File: src/rtl/opendap_ap_pkg.sv
// Shared constants and types for the opendap MEM-AP: register map, CSW encodings
// and the bus-access state type.
package opendap_ap_pkg;

    localparam logic [5:0] AP_ADDR_CSW = 6'h00;
    localparam logic [5:0] AP_ADDR_TAR = 6'h01;
    localparam logic [5:0] AP_ADDR_DRW = 6'h03;
    localparam logic [5:0] AP_ADDR_BD0 = 6'h04;
    localparam logic [5:0] AP_ADDR_IDR = 6'h3F;

    localparam logic [2:0] SIZE_BYTE = 3'b000;
    localparam logic [2:0] SIZE_HALF = 3'b001;
    localparam logic [2:0] SIZE_WORD = 3'b010;

    localparam logic [1:0] ADDRINC_OFF    = 2'b00;
    localparam logic [1:0] ADDRINC_SINGLE = 2'b01;

    typedef enum logic {
        ST_IDLE   = 1'b0,
        ST_BUSREQ = 1'b1
    } ap_state_e;

    // Unsupported transfer sizes collapse to word.
    function automatic logic [2:0] csw_size_legal(input logic [2:0] size);
        logic [2:0] res;
        case (size)
            SIZE_BYTE: res = SIZE_BYTE;
            SIZE_HALF: res = SIZE_HALF;
            default:   res = SIZE_WORD;
        endcase
        return res;
    endfunction

endpackage

File: src/rtl/opendap_ap_tar_inc.sv
// Combinational TAR auto-increment: step of 1/2/4 bytes added to the low
// TAR_WRAP_BITS only, so the upper address bits never carry.
module opendap_ap_tar_inc
    import opendap_ap_pkg::*;
#(
    parameter int TAR_WRAP_BITS = 10
) (
    input  logic [31:0] tar,
    input  logic [2:0]  size,
    output logic [31:0] tar_next
);

    logic [TAR_WRAP_BITS-1:0] step_s;
    logic [TAR_WRAP_BITS-1:0] low_s;

    // Select step from transfer size and add within the wrap window.
    always_comb begin
        step_s = TAR_WRAP_BITS'(32'd4);
        case (size)
            SIZE_BYTE: step_s = TAR_WRAP_BITS'(32'd1);
            SIZE_HALF: step_s = TAR_WRAP_BITS'(32'd2);
            default:   step_s = TAR_WRAP_BITS'(32'd4);
        endcase
        low_s    = tar[TAR_WRAP_BITS-1:0] + step_s;
        tar_next = {tar[31:TAR_WRAP_BITS], low_s};
    end

endmodule

File: src/rtl/opendap_mem_ap_lite.sv
// Minimal MEM-AP: CSW/TAR/IDR held locally, DRW/BDn turned into a single
// outstanding request/ack bus transfer, all in the swclk domain.
module opendap_mem_ap_lite
    import opendap_ap_pkg::*;
#(
    parameter logic [7:0]  AP_SEL        = 8'h00,
    parameter logic [31:0] IDR           = 32'h04770001,
    parameter int          TAR_WRAP_BITS = 10
) (
    input  logic        swclk,
    input  logic        rst_n,
    input  logic [7:0]  ap_sel,
    input  logic [5:0]  ap_addr,
    input  logic [31:0] ap_wdata,
    input  logic        ap_wen,
    input  logic        ap_ren,
    input  logic        ap_abort,
    output logic [31:0] ap_rdata,
    output logic        ap_rdy,
    output logic        ap_err,
    output logic        bus_req,
    output logic        bus_write,
    output logic [31:0] bus_addr,
    output logic [1:0]  bus_size,
    output logic [31:0] bus_wdata,
    input  logic        bus_ack,
    input  logic [31:0] bus_rdata,
    input  logic        bus_err
);

    ap_state_e   state_r, state_next_s;
    logic [2:0]  csw_size_r;
    logic [1:0]  csw_inc_r;
    logic [31:0] tar_r;
    logic        drw_r;
    logic        read_r;

    logic        is_drw_s, is_bd_s, sel_match_s, strobe_s;
    logic        start_bus_s, complete_s, local_wr_s, local_rd_s, unsel_s;
    logic [31:0] local_rdata_s, bus_addr_s, tar_inc_s;

    opendap_ap_tar_inc #(.TAR_WRAP_BITS(TAR_WRAP_BITS)) u_tar_inc (
        .tar      (tar_r),
        .size     (csw_size_r),
        .tar_next (tar_inc_s)
    );

    // Decode strobes and compute next state; abort overrides everything.
    always_comb begin
        state_next_s = state_r;
        start_bus_s  = 1'b0;
        complete_s   = 1'b0;
        local_wr_s   = 1'b0;
        local_rd_s   = 1'b0;
        unsel_s      = 1'b0;
        is_drw_s     = (ap_addr == AP_ADDR_DRW);
        is_bd_s      = (ap_addr[5:2] == AP_ADDR_BD0[5:2]);
        sel_match_s  = (ap_sel == AP_SEL);
        strobe_s     = ap_wen | ap_ren;
        if (ap_abort) begin
            state_next_s = ST_IDLE;
        end else begin
            case (state_r)
                ST_IDLE: begin
                    if (strobe_s && !sel_match_s) begin
                        unsel_s = 1'b1;
                    end else if (strobe_s && (is_drw_s || is_bd_s)) begin
                        start_bus_s  = 1'b1;
                        state_next_s = ST_BUSREQ;
                    end else if (ap_wen) begin
                        local_wr_s = 1'b1;
                    end else if (ap_ren) begin
                        local_rd_s = 1'b1;
                    end else begin
                        state_next_s = ST_IDLE;
                    end
                end
                ST_BUSREQ: begin
                    if (bus_ack) begin
                        complete_s   = 1'b1;
                        state_next_s = ST_IDLE;
                    end else begin
                        state_next_s = ST_BUSREQ;
                    end
                end
                default: state_next_s = ST_IDLE;
            endcase
        end
    end

    // Local register read mux and bus address formation.
    always_comb begin
        local_rdata_s = 32'h0000_0000;
        case (ap_addr)
            AP_ADDR_CSW: local_rdata_s = {24'h00_0000, (state_r == ST_BUSREQ), 1'b1,
                                          csw_inc_r, 1'b0, csw_size_r};
            AP_ADDR_TAR: local_rdata_s = tar_r;
            AP_ADDR_IDR: local_rdata_s = IDR;
            default:     local_rdata_s = 32'h0000_0000;
        endcase
        if (is_drw_s) begin
            bus_addr_s = tar_r;
        end else begin
            bus_addr_s = {tar_r[31:4], ap_addr[1:0], 2'b00};
        end
    end

    // FSM state register.
    always_ff @(posedge swclk or negedge rst_n) begin
        if (!rst_n) begin
            state_r <= ST_IDLE;
        end else begin
            state_r <= state_next_s;
        end
    end

    // AP registers, bus request and DP-facing response.
    always_ff @(posedge swclk or negedge rst_n) begin
        if (!rst_n) begin
            ap_rdata   <= 32'h0000_0000;
            ap_rdy     <= 1'b1;
            ap_err     <= 1'b0;
            bus_req    <= 1'b0;
            bus_write  <= 1'b0;
            bus_addr   <= 32'h0000_0000;
            bus_size   <= 2'b10;
            bus_wdata  <= 32'h0000_0000;
            csw_size_r <= SIZE_WORD;
            csw_inc_r  <= ADDRINC_OFF;
            tar_r      <= 32'h0000_0000;
            drw_r      <= 1'b0;
            read_r     <= 1'b0;
        end else if (ap_abort) begin
            bus_req <= 1'b0;
            ap_rdy  <= 1'b1;
            ap_err  <= 1'b0;
        end else if (start_bus_s) begin
            ap_rdy    <= 1'b0;
            ap_err    <= 1'b0;
            bus_req   <= 1'b1;
            bus_write <= ap_wen;
            bus_addr  <= bus_addr_s;
            bus_size  <= is_drw_s ? csw_size_r[1:0] : SIZE_WORD[1:0];
            bus_wdata <= ap_wdata;
            drw_r     <= is_drw_s;
            read_r    <= ~ap_wen;
        end else if (complete_s) begin
            bus_req <= 1'b0;
            ap_rdy  <= 1'b1;
            ap_err  <= bus_err;
            if (read_r) begin
                ap_rdata <= bus_err ? 32'h0000_0000 : bus_rdata;
            end
            // Only an error-free DRW walks TAR; BDn addresses are TAR-relative.
            if (drw_r && !bus_err && (csw_inc_r == ADDRINC_SINGLE)) begin
                tar_r <= tar_inc_s;
            end
        end else if (local_wr_s) begin
            if (ap_addr == AP_ADDR_CSW) begin
                csw_size_r <= csw_size_legal(ap_wdata[2:0]);
                csw_inc_r  <= ap_wdata[5:4];
            end else if (ap_addr == AP_ADDR_TAR) begin
                tar_r <= ap_wdata;
            end
        end else if (local_rd_s) begin
            ap_rdata <= local_rdata_s;
        end else if (unsel_s) begin
            ap_rdata <= 32'h0000_0000;
            ap_err   <= 1'b0;
        end
    end

endmodule

File: config.mk
export PLATFORM = sky130hd
export DESIGN_NAME = opendap_mem_ap_lite
export DESIGN_NICKNAME = d
export VERILOG_FILES = /design/src/rtl/opendap_ap_pkg.sv /design/src/rtl/opendap_ap_tar_inc.sv /design/src/rtl/opendap_mem_ap_lite.sv
export SDC_FILE = /design/constraint.sdc
export NUM_CORES = 1
export LEC_CHECK = 0
export BUFFER_PORTS_ARGS = -buffer_cell sky130_fd_sc_hd__buf_2
export CAP_MARGIN = 20
export CORE_ASPECT_RATIO = 1.25
export CORE_MARGIN = 2
export CORE_UTILIZATION = 55
export DETAILED_ROUTE_END_ITERATION = 6
export GPL_TIMING_DRIVEN = 0
export PLACE_DENSITY = 0.84
export SETUP_SLACK_MARGIN = 0.2
export SYNTH_ARGS = -nofsm -noshare
export SYNTH_HDL_FRONTEND = slang
export SYNTH_SLANG_ARGS = --single-unit
export TNS_END_PERCENT = 100
File: constraint.sdc
create_clock -name swclk -period 6.1 [get_ports swclk]
set_clock_uncertainty 0.15 [all_clocks]
set_input_delay 1.22 -clock swclk [delete_from_list [all_inputs] [get_ports swclk]]
set_output_delay 1.22 -clock swclk [all_outputs]
set_load 0.05 [all_outputs]
==> impl_results.md <==
* Die W at 100 µm
* Seq/Total Area, Yosys at 0.552
* Slew @ Worst Pin at 0.710 ns
* Post-synth EDFFs at 0
* Post-DP HPWL at 12,600 µm
* Final instance area at 8180 µm²
* Cell Area, Placed at 7520 µm²
* Clk root buf: clkbuf_16
* Num CTS Buffers at 17
* Largest cells by area after synthesis: dfrtp_1, mux2_2, mux2_4
* Warnings from Yosys at 0
* CP arrival at 3.50 ns
* Leakage power at 4.52 nW
* RSZ-0062 raised after global routing: false
* Vias per cell at 5.72
* DIE AREA at 12,500 µm²
* Post-route setup TNS at 0 ns
* DR iter-0 viols at 256
* Core area at 11,500 µm²
* Post-synthesis net count at 624
* Outcome: completed
* Area of the multi-input gates at 2610 µm²
* Skew-Pair Late Insertion Delay at 0.41 ns
* Setup violators final at 0
* Fillers at 815
* Sw frac at 0.220
* Share of the synthesized area in the top cell type at 0.540
* Global-route wire length before repair at 27,400 µm
* Largest net degree at the start of global routing at 106
* Worst Setup Start Kind: input pin
* Endpoints failing hold at 0
* Hold Buf Count CTS at 0
* Synth area leader: dfrtp_1
* Final core occ at 0.711
* # IOs at 187
* Ys flop type: dfrtp_1
* Final std cells w/o fill at 891
* Flop pwr share at 0.427
* Total GRT Usage at 0.287
* Endpoint type of the worst setup path: register
* Ys async rst share at 1.00
* Chip height at 125 µm
* Post-synth cell types at 53
* Register area at 3530 µm²
* DRT Wirelength at 17,300 µm
* Worst Path Class, Setup: input pin to register
* Router iterations before antenna repair at 5
* Initial core utilization at 0.556
* Maximum VDD drop at 0.188 mV
* Crit-path max FO at 10
* Share of cells above drive strength 1 at 0.441
* Max Root-Sink Buffers at 2
* Slew HR at 0.527
* GRT overflow at 0
* Dpl cells at 858
* Layout Nets at 828
* FF-to-FF path depth at 7
* Reg2reg setup slack at 3.49 ns
* Worst min path class: register to register
* Period minus WS final at 3.39 ns
* Setup Fix Bufs, Post-CTS at 0
* Via count at 5,100
* Site Rows at 44
* Int Power at 1.74 mW
* Fmax at 295 MHz
* CTS tree: done
* Synth-to-Final Area Change at 27.8%
* Total power at 2.23 mW
* Synthesized cell area at 6400 µm²
* WP data required at 6.21 ns
* Hold depth at 2
* Seq cells post-synth at 141
* Routed WL per cell at 19.4 µm
* Combinational share of power at 0.064
* Placer congestion estimate at 0.921
* Clk pin slew, worst setup/hold paths at 0.05 ns
* ANT nets after route at 0
* CTS resizes at 0
* Remaining DRCs at 0
* H-Tree Depth at 4
* # clock sinks at 141
* Clock power frac at 0.509
* Vias in the first global route at 5,182
* Final worst-path cycle share at 0.556
* Port buffer count at 184
* Cells after Synth at 535
* Switching power at 0.489 mW
* Max Slew Vio Count at 0
* Initial antenna violation count at 2
* Avg Cell Area, Syn at 12.0 µm²
* Max-Cap Viols at 0
* PwrDens at 272 nW/µm²
layer usage:
metal,global-route usage,wire length (µm),part of all wire,vias to the layer above
met3,0.0774,1220,0.071,34
met4,0.0967,419,0.024,0
met2,0.484,8890,0.51,223
li1,-,-,-,2317
met1,0.355,6780,0.39,2526
met5,0,0,0,-
stage by stage:
| stage | hold slack (ns) | worst slack (ns) |
|---|---|---|
| 4_1_cts | 0.323 | 2.75 |
| 3_3_place_gp | 0.296 | 1.89 |
| 3_5_place_dp | 0.314 | 2.28 |
| 2_1_floorplan | 0.299 | 2.86 |
| 5_1_grt | 0.349 | 2.58 |
| 6_report | 0.322 | 2.71 |
layout make-up:
type	count	share of cell area
Tap cell	138	0.0211
Clock buffer	21	0.0563
Multi-Input combinational cell	346	0.319
Sequential cell	141	0.432
Buffer	34	0.0252
Inverter	14	0.00643
Timing Repair Buffer	185	0.117
Clock inverter	11	0.0233
Antenna cell	1	0.000306
cells in the mapped netlist (4+ instances only):
cell type / n
a21oi_1: 9
a22o_1: 19
a32oi_1: 9
and2_1: 7
buf_2: 7
buf_6: 4
clkbuf_1: 17
dfrtp_1: 138
inv_1: 14
mux2_2: 66
mux2_4: 22
mux2i_1: 5
nand2_1: 81
nand3_1: 26
nor2_1: 14
nor3_1: 5
nor4_1: 5
o21ai_0: 30
kinds of logic (layout without fill, tap and decap cells):
| logic type | Yosys count | in the layout | synth area share |
|---|---|---|---|
| AO/OA/AOI/OAI | 84 | 84 | 0.0921 |
| XOR/XNOR | 1 | 1 | 0.00137 |
| adder cells (fa/ha/maj) | 4 | 4 | 0.00900 |
| buffers and inverters | 48 | 265 | 0.0405 |
| flip-flops | 141 | 141 | 0.552 |
| multiplexers | 93 | 93 | 0.176 |
| other | 0 | 1 | 0 |
| AND/OR/NAND/NOR | 164 | 164 | 0.129 |
power by group through the flow:
| stage | registers [mW] | logic (mW) | clock network (mW) |
|---|---|---|---|
| after global placement | 0.966 | 0.135 | 0 |
| after global routing | 0.951 | 0.153 | 1.18 |
| after floorplan | 0.999 | 0.0354 | 0 |
| final | 0.950 | 0.142 | 1.13 |
| after CTS | 0.950 | 0.142 | 1.14 |
| after detailed placement | 0.967 | 0.141 | 0 |
critical path: stages:
cell and delay, ns:
buf_2 0.10, nor4_1 0.52, and3_1 0.34, nand3b_1 0.41
clkbuf_1 0.37, clkbuf_1 0.31, nand2_1 0.12, o21ai_0 0.10
path summary, 6_finish.rpt:
path | startpoint | endpoint
worst max register to register | state_r | read_r
worst min-delay path | ap_rdy | ap_rdy
min in group asynchronous | rst_n | ap_rdata[10]
worst min register to register | ap_rdy | ap_rdy
worst max-delay path | ap_sel[5] | read_r
max in group asynchronous | rst_n | read_r
cell usage in the layout, fill, tap and decap left out, types with 3 or more instances in the layout:
master and n:
bufinv_16 5, a211oi_1 3, a22o_1 19, ha_1 3
a311oi_1 3, mux2_4 22, dfstp_2 3, nor3_1 5
clkbuf_16 17, nor2_1 14, clkbuf_1 19, nand3_1 26
a21oi_1 9, and2_1 7, mux2_2 66, nor4_1 5
buf_6 5, buf_2 190, nand2_1 81, nor2b_1 3
o21ai_0 30, a32oi_1 9, inv_1 14, clkinvlp_4 4
dfrtp_1 138, mux2i_1 5
registers in the layout, summed over array words and instances, names as in the netlist:
register and flops:
state_r 1, bus_write 1, ap_err 1, drw_r 1, read_r 1, csw_inc_r 2
bus_addr 32, ap_rdy 1, bus_wdata 32, bus_size 2, tar_r 32, bus_req 1
csw_size_r 2, ap_rdata 32
(Power assumes the default switching activity.)
